**config.mk**
```make
export PLATFORM = sky130hd
export DESIGN_NAME = gnn_node_sched_flat
export DESIGN_NICKNAME = d
export VERILOG_FILES = /design/src/rtl/gnn_node_sched_if.sv /design/src/rtl/gnn_node_sched.sv /design/src/flat_wrapper.sv
export SDC_FILE = /design/constraint.sdc
export NUM_CORES = 1
export LEC_CHECK = 0
export ABC_AREA = 1
export ABC_CLOCK_PERIOD_IN_PS = 21700
export CAP_MARGIN = 20
export CORE_MARGIN = 4
export CORE_UTILIZATION = 59
export DETAILED_ROUTE_END_ITERATION = 10
export PLACE_DENSITY = 0.85
export SYNTH_ARGS = -nofsm -noshare
export SYNTH_HDL_FRONTEND = slang
export SYNTH_SLANG_ARGS = --single-unit
```
**constraint.sdc**
```tcl
create_clock -name clk -period 21.7 [get_ports clk]
set_clock_uncertainty 0.15 [all_clocks]
set_input_delay 4.34 -clock clk [delete_from_list [all_inputs] [get_ports clk]]
set_output_delay 4.34 -clock clk [all_outputs]
set_load 0.05 [all_outputs]
```
**src/rtl/gnn_node_sched_if.sv**
```systemverilog
// Bundle of the scheduler's feature-store, datapath and result signals.
// master = scheduler side, slave = environment (feature store, datapath, consumer).
interface gnn_node_sched_if #(
    parameter int NUM_NODES = 4,
    parameter int NODE_W    = 3
);
    logic                           start;
    logic [NUM_NODES*NUM_NODES-1:0] adj;
    logic [NODE_W-1:0]              feat_addr;
    logic [27:0]                    feat_data;
    logic                           dp_in_ready;
    logic [27:0]                    dp_x;
    logic [59:0]                    dp_y_relu;
    logic [67:0]                    dp_y_aggr;
    logic                           dp_out0_ready;
    logic [20:0]                    dp_out0;
    logic [20:0]                    dp_out1;
    logic                           res_valid;
    logic [NODE_W-1:0]              res_node;
    logic [20:0]                    res_out0;
    logic [20:0]                    res_out1;
    logic                           busy;
    logic                           done;
    logic                           err;
    logic [2:0]                     dbg_state;

    // Handshake: dp_in_ready is a one-cycle issue strobe; dp_out0_ready must be
    // high in the L2_WAIT cycle or the run aborts with err; res_valid is a
    // one-cycle pulse with no back-pressure.
    modport master (
        input  start, adj, feat_data, dp_y_relu, dp_out0_ready, dp_out0, dp_out1,
        output feat_addr, dp_in_ready, dp_x, dp_y_aggr, res_valid, res_node,
               res_out0, res_out1, busy, done, err, dbg_state
    );

    modport slave (
        output start, adj, feat_data, dp_y_relu, dp_out0_ready, dp_out0, dp_out1,
        input  feat_addr, dp_in_ready, dp_x, dp_y_aggr, res_valid, res_node,
               res_out0, res_out1, busy, done, err, dbg_state
    );
endinterface

```
**src/rtl/gnn_node_sched.sv**
```systemverilog
// Two-layer GNN inference sequencer: layer-1 pass over all nodes into a buffer,
// then per-node neighbour aggregation and a layer-2 pass on the shared datapath.
module gnn_node_sched #(
    parameter int NUM_NODES = 4,
    parameter int NODE_W    = 3
) (
    input logic             clk,
    input logic             rst,
    gnn_node_sched_if.master bus
);
    typedef enum logic [2:0] {
        IDLE, L1_ISSUE, L1_CAPTURE, AGG, L2_ISSUE, L2_PRESENT, L2_WAIT, DONE
    } state_t;

    localparam logic [NODE_W-1:0] LAST = NODE_W'(NUM_NODES - 1);

    state_t            state;
    logic [NODE_W-1:0] n, i, j;
    logic [59:0]       node_buf [NUM_NODES];
    logic [16:0]       acc [4];
    logic              adj_bit;
    logic [59:0]       sel_relu;

    // Constant-index muxes keep the adjacency/buffer selects free of index-width issues.
    always_comb begin
        adj_bit  = 1'b0;
        sel_relu = '0;
        for (int k = 0; k < NUM_NODES; k++) begin
            if (NODE_W'(k) == j) sel_relu = node_buf[k];
        end
        for (int r = 0; r < NUM_NODES; r++) begin
            for (int c = 0; c < NUM_NODES; c++) begin
                if (NODE_W'(r) == i && NODE_W'(c) == j) adj_bit = bus.adj[r*NUM_NODES + c];
            end
        end
    end

    assign bus.feat_addr = n;
    assign bus.dp_x      = (state == L1_ISSUE) ? bus.feat_data : '0;
    assign bus.dp_y_aggr = {acc[3], acc[2], acc[1], acc[0]};
    assign bus.dbg_state = state;

    always_ff @(posedge clk or posedge rst) begin
        if (rst) begin
            state           <= IDLE;
            n               <= '0;
            i               <= '0;
            j               <= '0;
            bus.dp_in_ready <= 1'b0;
            bus.res_valid   <= 1'b0;
            bus.res_node    <= '0;
            bus.res_out0    <= '0;
            bus.res_out1    <= '0;
            bus.busy        <= 1'b0;
            bus.done        <= 1'b0;
            bus.err         <= 1'b0;
            for (int k = 0; k < NUM_NODES; k++) node_buf[k] <= '0;
            for (int c = 0; c < 4; c++) acc[c] <= '0;
        end else begin
            bus.res_valid   <= 1'b0;
            bus.done        <= 1'b0;
            bus.dp_in_ready <= 1'b0;
            case (state)
                IDLE: begin
                    if (bus.start) begin
                        state           <= L1_ISSUE;
                        n               <= '0;
                        bus.err         <= 1'b0;
                        bus.busy        <= 1'b1;
                        bus.dp_in_ready <= 1'b1;
                    end
                end
                L1_ISSUE: state <= L1_CAPTURE;
                L1_CAPTURE: begin
                    for (int k = 0; k < NUM_NODES; k++) begin
                        if (NODE_W'(k) == n) node_buf[k] <= bus.dp_y_relu;
                    end
                    if (n == LAST) begin
                        state <= AGG;
                        i     <= '0;
                        j     <= '0;
                    end else begin
                        n               <= n + 1'b1;
                        state           <= L1_ISSUE;
                        bus.dp_in_ready <= 1'b1;
                    end
                end
                AGG: begin
                    // j==0 restarts the sum so no separate clear cycle is needed per node.
                    for (int c = 0; c < 4; c++) begin
                        acc[c] <= ((j == '0) ? 17'd0 : acc[c]) +
                                  (adj_bit ? {2'b00, sel_relu[c*15 +: 15]} : 17'd0);
                    end
                    if (j == LAST) begin
                        state           <= L2_ISSUE;
                        bus.dp_in_ready <= 1'b1;
                    end else begin
                        j <= j + 1'b1;
                    end
                end
                L2_ISSUE:   state <= L2_PRESENT;
                L2_PRESENT: state <= L2_WAIT;
                L2_WAIT: begin
                    if (bus.dp_out0_ready) begin
                        bus.res_out0  <= bus.dp_out0;
                        bus.res_out1  <= bus.dp_out1;
                        bus.res_node  <= i;
                        bus.res_valid <= 1'b1;
                        if (i == LAST) begin
                            state    <= DONE;
                            bus.done <= 1'b1;
                        end else begin
                            i     <= i + 1'b1;
                            j     <= '0;
                            state <= AGG;
                        end
                    end else begin
                        bus.err  <= 1'b1;
                        state    <= DONE;
                        bus.done <= 1'b1;
                    end
                end
                DONE: begin
                    state    <= IDLE;
                    bus.busy <= 1'b0;
                end
                default: state <= IDLE;
            endcase
        end
    end
endmodule

```
**src/flat_wrapper.sv**
```systemverilog
// flat-port wrapper written by rule: the top's interface ports become plain ports
module gnn_node_sched_flat 
#(
    parameter int NUM_NODES = 4,
    parameter int NODE_W    = 3
)
  (clk, rst, bus_start, bus_adj, bus_feat_data, bus_dp_y_relu, bus_dp_out0_ready, bus_dp_out0, bus_dp_out1, bus_feat_addr, bus_dp_in_ready, bus_dp_x, bus_dp_y_aggr, bus_res_valid, bus_res_node, bus_res_out0, bus_res_out1, bus_busy, bus_done, bus_err, bus_dbg_state);
  gnn_node_sched_if #(.NUM_NODES(NUM_NODES), .NODE_W(NODE_W)) bus_i ();
  input logic clk;
  input logic rst;
  input wire logic [$bits(bus_i.start)-1:0] bus_start;
  input wire logic [$bits(bus_i.adj)-1:0] bus_adj;
  input wire logic [$bits(bus_i.feat_data)-1:0] bus_feat_data;
  input wire logic [$bits(bus_i.dp_y_relu)-1:0] bus_dp_y_relu;
  input wire logic [$bits(bus_i.dp_out0_ready)-1:0] bus_dp_out0_ready;
  input wire logic [$bits(bus_i.dp_out0)-1:0] bus_dp_out0;
  input wire logic [$bits(bus_i.dp_out1)-1:0] bus_dp_out1;
  output wire logic [$bits(bus_i.feat_addr)-1:0] bus_feat_addr;
  output wire logic [$bits(bus_i.dp_in_ready)-1:0] bus_dp_in_ready;
  output wire logic [$bits(bus_i.dp_x)-1:0] bus_dp_x;
  output wire logic [$bits(bus_i.dp_y_aggr)-1:0] bus_dp_y_aggr;
  output wire logic [$bits(bus_i.res_valid)-1:0] bus_res_valid;
  output wire logic [$bits(bus_i.res_node)-1:0] bus_res_node;
  output wire logic [$bits(bus_i.res_out0)-1:0] bus_res_out0;
  output wire logic [$bits(bus_i.res_out1)-1:0] bus_res_out1;
  output wire logic [$bits(bus_i.busy)-1:0] bus_busy;
  output wire logic [$bits(bus_i.done)-1:0] bus_done;
  output wire logic [$bits(bus_i.err)-1:0] bus_err;
  output wire logic [$bits(bus_i.dbg_state)-1:0] bus_dbg_state;
  assign bus_i.start = bus_start;
  assign bus_i.adj = bus_adj;
  assign bus_i.feat_data = bus_feat_data;
  assign bus_i.dp_y_relu = bus_dp_y_relu;
  assign bus_i.dp_out0_ready = bus_dp_out0_ready;
  assign bus_i.dp_out0 = bus_dp_out0;
  assign bus_i.dp_out1 = bus_dp_out1;
  assign bus_feat_addr = bus_i.feat_addr;
  assign bus_dp_in_ready = bus_i.dp_in_ready;
  assign bus_dp_x = bus_i.dp_x;
  assign bus_dp_y_aggr = bus_i.dp_y_aggr;
  assign bus_res_valid = bus_i.res_valid;
  assign bus_res_node = bus_i.res_node;
  assign bus_res_out0 = bus_i.res_out0;
  assign bus_res_out1 = bus_i.res_out1;
  assign bus_busy = bus_i.busy;
  assign bus_done = bus_i.done;
  assign bus_err = bus_i.err;
  assign bus_dbg_state = bus_i.dbg_state;
  gnn_node_sched #(.NUM_NODES(NUM_NODES), .NODE_W(NODE_W)) u_core (.clk(clk), .rst(rst), .bus(bus_i));
endmodule
```
* Word level (Yosys, flattened, before mapping)
Cells that the tools add are included.
Widths: inputs -> output; s select.
** Storage, ports and cells
- Register bits after elaboration :: 370
- Output and inout port bits :: 152
- Word-level logic and storage cells :: 150
** Operators by class
- $add $sub $neg :: 7
- Equality and inequality tests :: 27
- Mux-type cells :: 60
- Reductions and logical operators :: 36
** Operators by type and width (count)
- $mux 60 :: 4
- $add 17x17->17 :: 4
- $mux 17 :: 4
- $mux 15 :: 4
- $mux 3 :: 12
- $mux 28 :: 1
- $mux 1 :: 27
- $pmux 3 s8 :: 1
- $eq 2x3->1 const A :: 6
- $logic_and 1x1->1 :: 16
- $eq 3x2->1 const B :: 5
- $reduce_and 2->1 :: 7
- $eq 3x3->1 const B :: 4
- $logic_not 3->1 :: 4
- $ne 2x2->1 const B :: 6
- $pmux 3 s2 :: 2
- $add 3x1->3 const B :: 3
- $eq 1x3->1 const A :: 3
- $pmux 3 s3 :: 1
- $reduce_bool 2->1 :: 4
- $reduce_and 3->1 :: 2
- $reduce_and 5->1 :: 1
- $ne 2x1->1 const B :: 2
- $pmux 1 s2 :: 2
- 5 further kinds :: 5

* Longest topological paths before layout
Gate-level depths: netlist of run 1.
- Word-level depth :: 20
- Depth in mapped cells :: 40

* Worst setup path before layout of run 1
Ideal clock, no wire load.
- Kind :: input port to output port
- Start :: input port bus_feat_data[0]
- End :: output port bus_dp_x[0]
- Data arrival time :: 5.018 ns
- Path slack :: 12.192 ns
- Stages on the path :: 2
- Path buffers :: 0
- Path through :: inv_1 nor2_1
** Between the ends
- Word-level cells in the longest chain between the ends :: 1
** RTL lines
- from (decl) :: RTL line flat_wrapper.sv:13 : input wire logic [$bits(bus_i.feat_data)-1:0] bus_feat_data;
- $mux 28 :: RTL line gnn_node_sched.sv:39 : assign bus.dp_x = (state == L1_ISSUE) ? bus.feat_data : '0;
- to (decl) :: RTL line flat_wrapper.sv:20 : output wire logic [$bits(bus_i.dp_x)-1:0] bus_dp_x;
Every way passes these cells.

* Worst setup path after layout of run 1
- Start :: input port bus_feat_data[26]
- End :: output port bus_dp_x[26]
The elaborated chain is that of the path after synthesis.

==> results of run 1 <==
[routing by layer]
metal  up-vias  wire length (µm)  track usage
li1       8480                 -            -
met1      8413             22200        0.390
met2       787             24700        0.465
met3       101              5280       0.0794
met4        10              1390       0.0879
met5         -                56            0
[through the flow]
| stage | hold WS (ns) | cell area [µm²] | power [µW] | setup WS [ns] |
|---|---|---|---|---|
| global placement | 0.303 | 22800 | 3110 | 11.39 |
| global route | 0.344 | 24100 | 4160 | 11.31 |
| CTS | 0.322 | 24000 | 3870 | 11.38 |
| detailed placement | 0.307 | 22800 | 3180 | 11.40 |
| finish | 0.321 | 24100 | 3890 | 11.37 |
| floorplan | 0.298 | 19500 | 2600 | 6.94 |
[cells by family after synthesis]
| family | Yosys count | synth area share |
|---|---|---|
| buffers and inverters | 385 | 0.0764 |
| adders and majority gates | 79 | 0.0522 |
| and+or+nand+nor | 1008 | 0.206 |
| DFF | 370 | 0.475 |
| muxes | 42 | 0.0215 |
| AOI/OAI and AO/OA | 558 | 0.158 |
| xor gates and xnor gates | 24 | 0.0108 |
[how the worst max path moves through the flow]
stage / endpoint / slack, ns / from / cells past startpoint
2_1_floorplan: u_core.bus.busy / 6.94 / rst / 1
3_3_place_gp: bus_dp_x[26] / 11.39 / bus_feat_data[26] / 4
3_5_place_dp: bus_dp_x[6] / 11.40 / bus_feat_data[6] / 4
4_1_cts: bus_dp_x[26] / 11.38 / bus_feat_data[26] / 4
5_1_grt: bus_dp_x[6] / 11.31 / bus_feat_data[6] / 4
6_report: bus_dp_x[26] / 11.37 / bus_feat_data[26] / 4
[state kept, by name (all words and copies together), names as in the netlist, 3 cells and up]
register and cells:
u_core.j 3, u_core.bus.feat_addr 3, u_core.bus.res_out0 21, u_core.bus.dbg_state 3
u_core.bus.res_node 3, u_core.i 3, u_core.bus.res_out1 21, u_core.node_buf 240
u_core.bus.dp_y_aggr 68
[cell usage after synthesis (all sizes together)]
master,instances,share of area
buf,14,0.0050
a211oi,1,0.00038
o22ai,9,0.0029
dfrtp,370,0.47
a31oi,47,0.015
o2111ai,6,0.0027
o21bai,2,0.00077
a21o,3,0.0012
clkbuf,123,0.024
nand4,4,0.0013
o31ai,6,0.0023
nor2,182,0.035
o221ai,1,0.00045
o211ai,1,0.00038
or2,16,0.0051
a211o,1,0.00045
a21oi,121,0.039
fa,4,0.0041
ha,75,0.048
o211a,1,0.00051
nor3,7,0.0018
nand3,136,0.035
nand2,663,0.13
o21a,2,0.00077
xor2,13,0.0058
inv,248,0.048
xnor2,11,0.0049
o21ai,356,0.091
mux2i,42,0.022
o2bb2ai,1,0.00045
[area by class of cell]
class                   count  share of cell area
diodes                      1            0.000104
clock buffers              56              0.0461
clock inverters            10             0.00653
inverters                 248              0.0389
multi-input cells        1711               0.366
flip-flops and latches    370               0.383
well taps                 442              0.0229
repair buffers            324               0.136
[power by group through the flow]
stage               combinational [µW]  clock, µW  sequential, µW
floorplan                         1130          0            1470
global placement                  1930          0            1180
detailed placement                1980          0            1200
CTS                               2000        678            1190
global route                      2220        709            1230
finish                            2020        671            1200
[critical path, cell delays in order]
cell and delay, ns:
clkdlybuf4s50_1 0.47, inv_1 0.04, nor2_1 0.13, clkdlybuf4s50_1 0.86
==> metrics.txt, run 1 <==
# TYPE chip_impl_metric gauge
chip_impl_metric{name="firstDrtPassIters",unit=""} 8
chip_impl_metric{name="port_buffers",unit=""} 301
chip_impl_metric{name="drive_above_1_share",unit=""} 0.0544
chip_impl_metric{name="finalWeightedCongestion",unit=""} 0.866
chip_impl_metric{name="post_drt_wl_per_cell",unit="µm"} 17.0
chip_impl_info{name="layout.cells.most_common_list",value="nand2_1 (659), dfrtp_1 (370), o21ai_0 (352)"} 1
chip_impl_metric{name="post-place-cells",unit=""} 3091
chip_impl_metric{name="area.sequential",unit="µm²"} 9260
chip_impl_info{name="root_buffer",value="clkbuf_16"} 1
chip_impl_metric{name="globalRoute.totalOverflow",unit=""} 0
chip_impl_metric{name="worst_case_reg_to_reg_path_depth",unit=""} 41
chip_impl_metric{name="vias",unit=""} 17800
chip_impl_info{name="holdPathEnd",value="u_core.bus.res_out1[6]"} 1
chip_impl_metric{name="wire_length_of_the_first_global_routing_pass",unit="µm"} 86200
chip_impl_metric{name="dr.first_iter.drc_count",unit=""} 1557
chip_impl_metric{name="grt_antenna_before_repair",unit=""} 6
chip_impl_metric{name="synthesis.area",unit="µm²"} 19500
chip_impl_metric{name="floorplan.die_area",unit="µm²"} 36000
chip_impl_metric{name="postSynthCellCount",unit=""} 2466
chip_impl_info{name="hold_start",value="u_core.bus.res_out1[6]"} 1
chip_impl_metric{name="reg2reg_setup_slack",unit="ns"} 15.55
chip_impl_info{name="outcome",value="finished clean"} 1
chip_impl_metric{name="sw_frac_of_total",unit=""} 0.466
chip_impl_metric{name="grt_pass1_vias",unit=""} 17300
chip_impl_info{name="layout.cells.most_common",value="nand2_1"} 1
chip_impl_metric{name="core",unit="µm²"} 32600
chip_impl_metric{name="dieWidth",unit="µm"} 190
chip_impl_metric{name="post_synth_num_cell_types",unit=""} 38
chip_impl_metric{name="static_power_due_to_leakage",unit="µW"} 0.0116
chip_impl_metric{name="post-route-min-period",unit="ns"} 10.33
chip_impl_metric{name="clk_latency",unit="ns"} 0.52
chip_impl_metric{name="clockBufferDepth",unit=""} 3
chip_impl_metric{name="ant_nets",unit=""} 0
chip_impl_metric{name="die_height",unit="µm"} 190
chip_impl_metric{name="multiInputGateArea",unit="µm²"} 8850
chip_impl_metric{name="area.growth.synth_to_final",unit="%"} 23.8
chip_impl_metric{name="ios",unit=""} 302
chip_impl_metric{name="share_seq_of_total_power",unit=""} 0.308
chip_impl_metric{name="ctsResizeCount",unit=""} 0
chip_impl_metric{name="power.share.combinational",unit=""} 0.519
chip_impl_metric{name="maxSlewViolCount",unit=""} 0
chip_impl_info{name="critical_path.endpoint_type",value="output port"} 1
chip_impl_metric{name="worst-endpoint-arrival",unit="ns"} 5.84
chip_impl_metric{name="clockPowerShare",unit=""} 0.173
chip_impl_metric{name="timing_hold_violations_final",unit=""} 0
chip_impl_metric{name="maxClockFrequency",unit="MHz"} 96.8
chip_impl_metric{name="yosysSeqAreaShare",unit=""} 0.475
chip_impl_metric{name="maximum_number_of_pins_on_one_net_before_global_route_repair",unit=""} 201
chip_impl_metric{name="cts_hold_repair.buffers",unit=""} 0
chip_impl_metric{name="timing.hold.worst_path_depth",unit=""} 2
chip_impl_metric{name="initial_core_util",unit=""} 0.598
chip_impl_info{name="crit_type",value="input port to output port"} 1
chip_impl_info{name="setup_repair_after_global_routing_missed_its_margin",value="false"} 1
chip_impl_info{name="critical_path.reg2reg.startpoint",value="u_core.j[1]"} 1
chip_impl_info{name="r2r_end",value="u_core.bus.dp_y_aggr[44]"} 1
chip_impl_metric{name="worstPathMaxFanout",unit=""} 1
chip_impl_metric{name="vdd.ir_drop.worst",unit="mV"} 0.135
chip_impl_metric{name="p_sw",unit="µW"} 1810
chip_impl_metric{name="dp_hpwl",unit="µm"} 34800
chip_impl_metric{name="ctsHtreeMaxLevel",unit=""} 2
chip_impl_metric{name="final_cell_count_no_fill",unit=""} 3162
chip_impl_metric{name="synthesis.area_per_instance",unit="µm²"} 7.91
chip_impl_metric{name="worstPathRequired",unit="ns"} 17.21
chip_impl_metric{name="num-nets-final",unit=""} 2924
chip_impl_metric{name="rows",unit=""} 66
chip_impl_info{name="critical_path.startpoint_type",value="input port"} 1
chip_impl_metric{name="cts_buffers",unit=""} 40
chip_impl_metric{name="tns",unit="ns"} 0
chip_impl_metric{name="postCtsSetupRepairBufs",unit=""} 0
chip_impl_metric{name="drv.max_cap_violation_count",unit=""} 0
chip_impl_metric{name="numClockSinks",unit=""} 370
chip_impl_metric{name="worst_slew_pin_slew",unit="ns"} 1.09
chip_impl_info{name="cts_tree",value="yes"} 1
chip_impl_metric{name="timing.final.crit_share",unit=""} 0.476
chip_impl_metric{name="drcViolationCount",unit=""} 0
chip_impl_metric{name="synthesis.yosys.warnings",unit=""} 0
chip_impl_metric{name="p_int",unit="µW"} 2080
chip_impl_info{name="hold_path.class",value="flop to flop"} 1
chip_impl_metric{name="worst_slew_margin_rel",unit=""} 0.277
chip_impl_metric{name="number_of_nets_produced_by_synthesis",unit=""} 2695
chip_impl_metric{name="layout.core_utilization",unit=""} 0.740
chip_impl_metric{name="clkTransAtPathRegs",unit="ns"} 0.05
chip_impl_metric{name="yosys_register_bits",unit=""} 370
chip_impl_metric{name="postRouteWirelength",unit="µm"} 53600
chip_impl_metric{name="groute.usage.overall",unit=""} 0.290
chip_impl_metric{name="num-fill-cells",unit=""} 2421
chip_impl_metric{name="final-setup-viol-count",unit=""} 0
chip_impl_metric{name="vias_per_cell",unit=""} 5.63
chip_impl_metric{name="power.density",unit="nW/µm²"} 161
No activity file was read; power rests on OpenSTA's default activity.
==> inputs of run 2 (changes only) <==
--- a/config.mk
+++ b/config.mk
@@ -6,12 +6,12 @@
 export NUM_CORES = 1
 export LEC_CHECK = 0
 export ABC_AREA = 1
-export ABC_CLOCK_PERIOD_IN_PS = 21700
+export ABC_CLOCK_PERIOD_IN_PS = 9900
 export CAP_MARGIN = 20
 export CORE_MARGIN = 4
-export CORE_UTILIZATION = 59
+export CORE_UTILIZATION = 55
 export DETAILED_ROUTE_END_ITERATION = 10
-export PLACE_DENSITY = 0.85
+export PLACE_DENSITY = 0.8
 export SYNTH_ARGS = -nofsm -noshare
 export SYNTH_HDL_FRONTEND = slang
 export SYNTH_SLANG_ARGS = --single-unit
==> constraint.sdc (replaced) <==
create_clock -name clk -period 9.9 [get_ports clk]
set_clock_uncertainty 0.15 [all_clocks]
set_input_delay 1.98 -clock clk [delete_from_list [all_inputs] [get_ports clk]]
set_output_delay 1.98 -clock clk [all_outputs]
set_load 0.05 [all_outputs]
==> run 2 against run 1 <==
Register-to-register slack got worse by 12 ns; flip-flop and latch count did not move; largest power group unchanged; count of clock-buffer cells in the layout did not move; critical endpoint is now u_core.bus.dp_y_aggr[44]; critical path type is now input port to flop; first-iteration DRC count rose by 0.39%; via count fell by 0.48%; combinational power rose by 120%; critical path depth rose by 35.
==> metrics.txt, run 2 (same netlist as run 1, synthesis figures left out) <==
# TYPE chip_impl_metric gauge
chip_impl_metric{name="fin_hold_ws",unit="ns"} 0.321
chip_impl_metric{name="worst_slew_margin_rel",unit=""} 0.278
chip_impl_metric{name="ios",unit=""} 302
chip_impl_metric{name="numClockSinks",unit=""} 370
chip_impl_metric{name="dieWidth",unit="µm"} 196
chip_impl_metric{name="core",unit="µm²"} 34800
chip_impl_metric{name="post-place-cells",unit=""} 3105
chip_impl_metric{name="layout.core_utilization",unit=""} 0.697
chip_impl_info{name="crit_path_top_delay_cell",value="buf_4"} 1
chip_impl_metric{name="timing_hold_violations_final",unit=""} 0
chip_impl_metric{name="clkTransAtPathRegs",unit="ns"} 0.06
chip_impl_metric{name="die_height",unit="µm"} 196
chip_impl_metric{name="post-route-min-period",unit="ns"} 6.56
chip_impl_metric{name="worstPathMaxFanout",unit=""} 36
chip_impl_info{name="crit_type",value="input port to flop"} 1
chip_impl_metric{name="area.growth.synth_to_final",unit="%"} 24.2
chip_impl_metric{name="slowest_delay",unit="ns"} 0.48
chip_impl_metric{name="placed_cell_area",unit="µm²"} 22800
chip_impl_metric{name="post_drt_wl_per_cell",unit="µm"} 17.1
chip_impl_info{name="largest-register",value="u_core.node_buf"} 1
chip_impl_metric{name="cts_buffers",unit=""} 41
chip_impl_metric{name="ctsResizeCount",unit=""} 0
chip_impl_info{name="critical_path.startpoint_type",value="input port"} 1
chip_impl_metric{name="p_int",unit="µW"} 4600
chip_impl_metric{name="num-nets-final",unit=""} 2925
chip_impl_metric{name="worstPathRequired",unit="ns"} 10.12
chip_impl_metric{name="drcViolationCount",unit=""} 0
chip_impl_metric{name="vias",unit=""} 17700
chip_impl_metric{name="initial_core_util",unit=""} 0.561
chip_impl_metric{name="tns",unit="ns"} 0
chip_impl_metric{name="largest_reg_flops",unit=""} 240
chip_impl_metric{name="maximum_number_of_pins_on_one_net_before_global_route_repair",unit=""} 204
chip_impl_info{name="outcome",value="finished clean"} 1
chip_impl_metric{name="grt_pass1_vias",unit=""} 17400
chip_impl_metric{name="critPathBufInv",unit=""} 3
chip_impl_metric{name="clockPowerShare",unit=""} 0.179
chip_impl_metric{name="maxClockFrequency",unit="MHz"} 152
chip_impl_metric{name="static_power_due_to_leakage",unit="µW"} 0.0117
chip_impl_metric{name="globalRoute.totalOverflow",unit=""} 0
chip_impl_metric{name="ant_nets",unit=""} 0
chip_impl_metric{name="p_sw",unit="µW"} 4020
chip_impl_metric{name="finalWeightedCongestion",unit=""} 0.884
chip_impl_metric{name="sw_frac_of_total",unit=""} 0.466
chip_impl_metric{name="firstDrtPassIters",unit=""} 6
chip_impl_metric{name="floorplan.die_area",unit="µm²"} 38600
chip_impl_info{name="setup_repair_after_global_routing_missed_its_margin",value="false"} 1
chip_impl_metric{name="multiInputGateArea",unit="µm²"} 8850
chip_impl_info{name="critical_path.endpoint_type",value="flop"} 1
chip_impl_metric{name="worst-endpoint-arrival",unit="ns"} 6.78
chip_impl_metric{name="area.sequential",unit="µm²"} 9260
chip_impl_metric{name="port_buffers",unit=""} 301
chip_impl_metric{name="grt_antenna_before_repair",unit=""} 2
chip_impl_info{name="critPathTopFamily",value="simple AND/OR/NAND/NOR gates"} 1
chip_impl_info{name="layout.cells.most_common",value="nand2_1"} 1
chip_impl_metric{name="postCtsSetupRepairBufs",unit=""} 0
chip_impl_metric{name="num-fill-cells",unit=""} 2728
chip_impl_metric{name="groute.usage.overall",unit=""} 0.276
chip_impl_metric{name="worst_case_reg_to_reg_path_depth",unit=""} 42
chip_impl_metric{name="wire_length_of_the_first_global_routing_pass",unit="µm"} 88300
chip_impl_metric{name="rows",unit=""} 68
chip_impl_metric{name="dp_hpwl",unit="µm"} 35300
chip_impl_metric{name="postLayoutCellArea",unit="µm²"} 24200
chip_impl_metric{name="clk_latency",unit="ns"} 0.53
chip_impl_metric{name="maxSlewViolCount",unit=""} 0
chip_impl_metric{name="worst_slew_pin_slew",unit="ns"} 1.08
chip_impl_metric{name="postRouteWirelength",unit="µm"} 54400
chip_impl_metric{name="drive_above_1_share",unit=""} 0.0577
chip_impl_metric{name="crit_cells",unit=""} 39
chip_impl_metric{name="final_cell_count_no_fill",unit=""} 3179
chip_impl_info{name="cts_tree",value="yes"} 1
chip_impl_metric{name="vias_per_cell",unit=""} 5.57
chip_impl_metric{name="power.share.combinational",unit=""} 0.515
chip_impl_metric{name="share_seq_of_total_power",unit=""} 0.305
chip_impl_metric{name="ctsHtreeMaxLevel",unit=""} 2
chip_impl_metric{name="cts_hold_repair.buffers",unit=""} 0
chip_impl_metric{name="clockBufferDepth",unit=""} 3
chip_impl_info{name="path_common_cell",value="nand2_1"} 1
chip_impl_metric{name="timing.hold.worst_path_depth",unit=""} 2
chip_impl_metric{name="timing.final.crit_share",unit=""} 0.663
chip_impl_metric{name="vdd.ir_drop.worst",unit="mV"} 0.244
chip_impl_info{name="layout.cells.most_common_list",value="nand2_1 (659), dfrtp_1 (370), o21ai_0 (352)"} 1
chip_impl_metric{name="power.density",unit="nW/µm²"} 356
chip_impl_metric{name="drv.max_cap_violation_count",unit=""} 0
chip_impl_info{name="root_buffer",value="clkbuf_16"} 1
chip_impl_metric{name="final-setup-viol-count",unit=""} 0
chip_impl_metric{name="dr.first_iter.drc_count",unit=""} 1563
chip_impl_info{name="hold_path.class",value="flop to flop"} 1
[run 2: power groups by stage]
| stage | clock network, µW | logic (µW) | registers (µW) |
|---|---|---|---|
| after detailed placement | 0 | 4360 | 2630 |
| after CTS | 1570 | 4400 | 2620 |
| after global routing | 1630 | 4870 | 2700 |
| after global placement | 0 | 4270 | 2590 |
| final | 1550 | 4440 | 2630 |
| after floorplan | 0 | 2470 | 3220 |
[run 2: metal layers]
layer / routed length [µm] / track usage
met3: 4870 / 0.0655
met4: 1080 / 0.0667
met5: 13 / 0
met1: 23400 / 0.381
met2: 25100 / 0.445
[run 2: worst min-delay path: stages (launching register included)]
cell and delay, ns:
dfrtp_1 0.34, nand2_1 0.05, nand2_1 0.04
[run 2: worst paths after layout]
check	startpoint	endpoint	slack, ns
setup / recovery	bus_adj[0]	u_core.bus.dp_y_aggr[44]	3.34
hold / removal	u_core.bus.res_out1[7]	u_core.bus.res_out1[7]	0.32
setup reg to reg	u_core.j[1]	u_core.bus.dp_y_aggr[44]	3.55
hold reg to reg	u_core.bus.res_out1[7]	u_core.bus.res_out1[7]	0.32
max in group asynchronous	rst	u_core.node_buf[149]	6.06
min in group asynchronous	rst	u_core.bus.res_out1[4]	1.92
[run 2: area by class of cell]
class,count,share of cell area
well taps,455,0.0235
flip-flops and latches,370,0.382
inverters,248,0.0386
clock buffers,56,0.0489
repair buffers,324,0.135
multi-input cells,1711,0.365
diodes,1,0.000103
clock inverters,14,0.00717
[run 2: per-stage QoR]
step / power [µW] / setup WS [ns]
6_report: 8620 / 3.34
2_1_floorplan: 5690 / 2.80
5_1_grt: 9210 / 2.98
4_1_cts: 8590 / 3.43
3_3_place_gp: 6870 / 3.02
3_5_place_dp: 6990 / 2.90
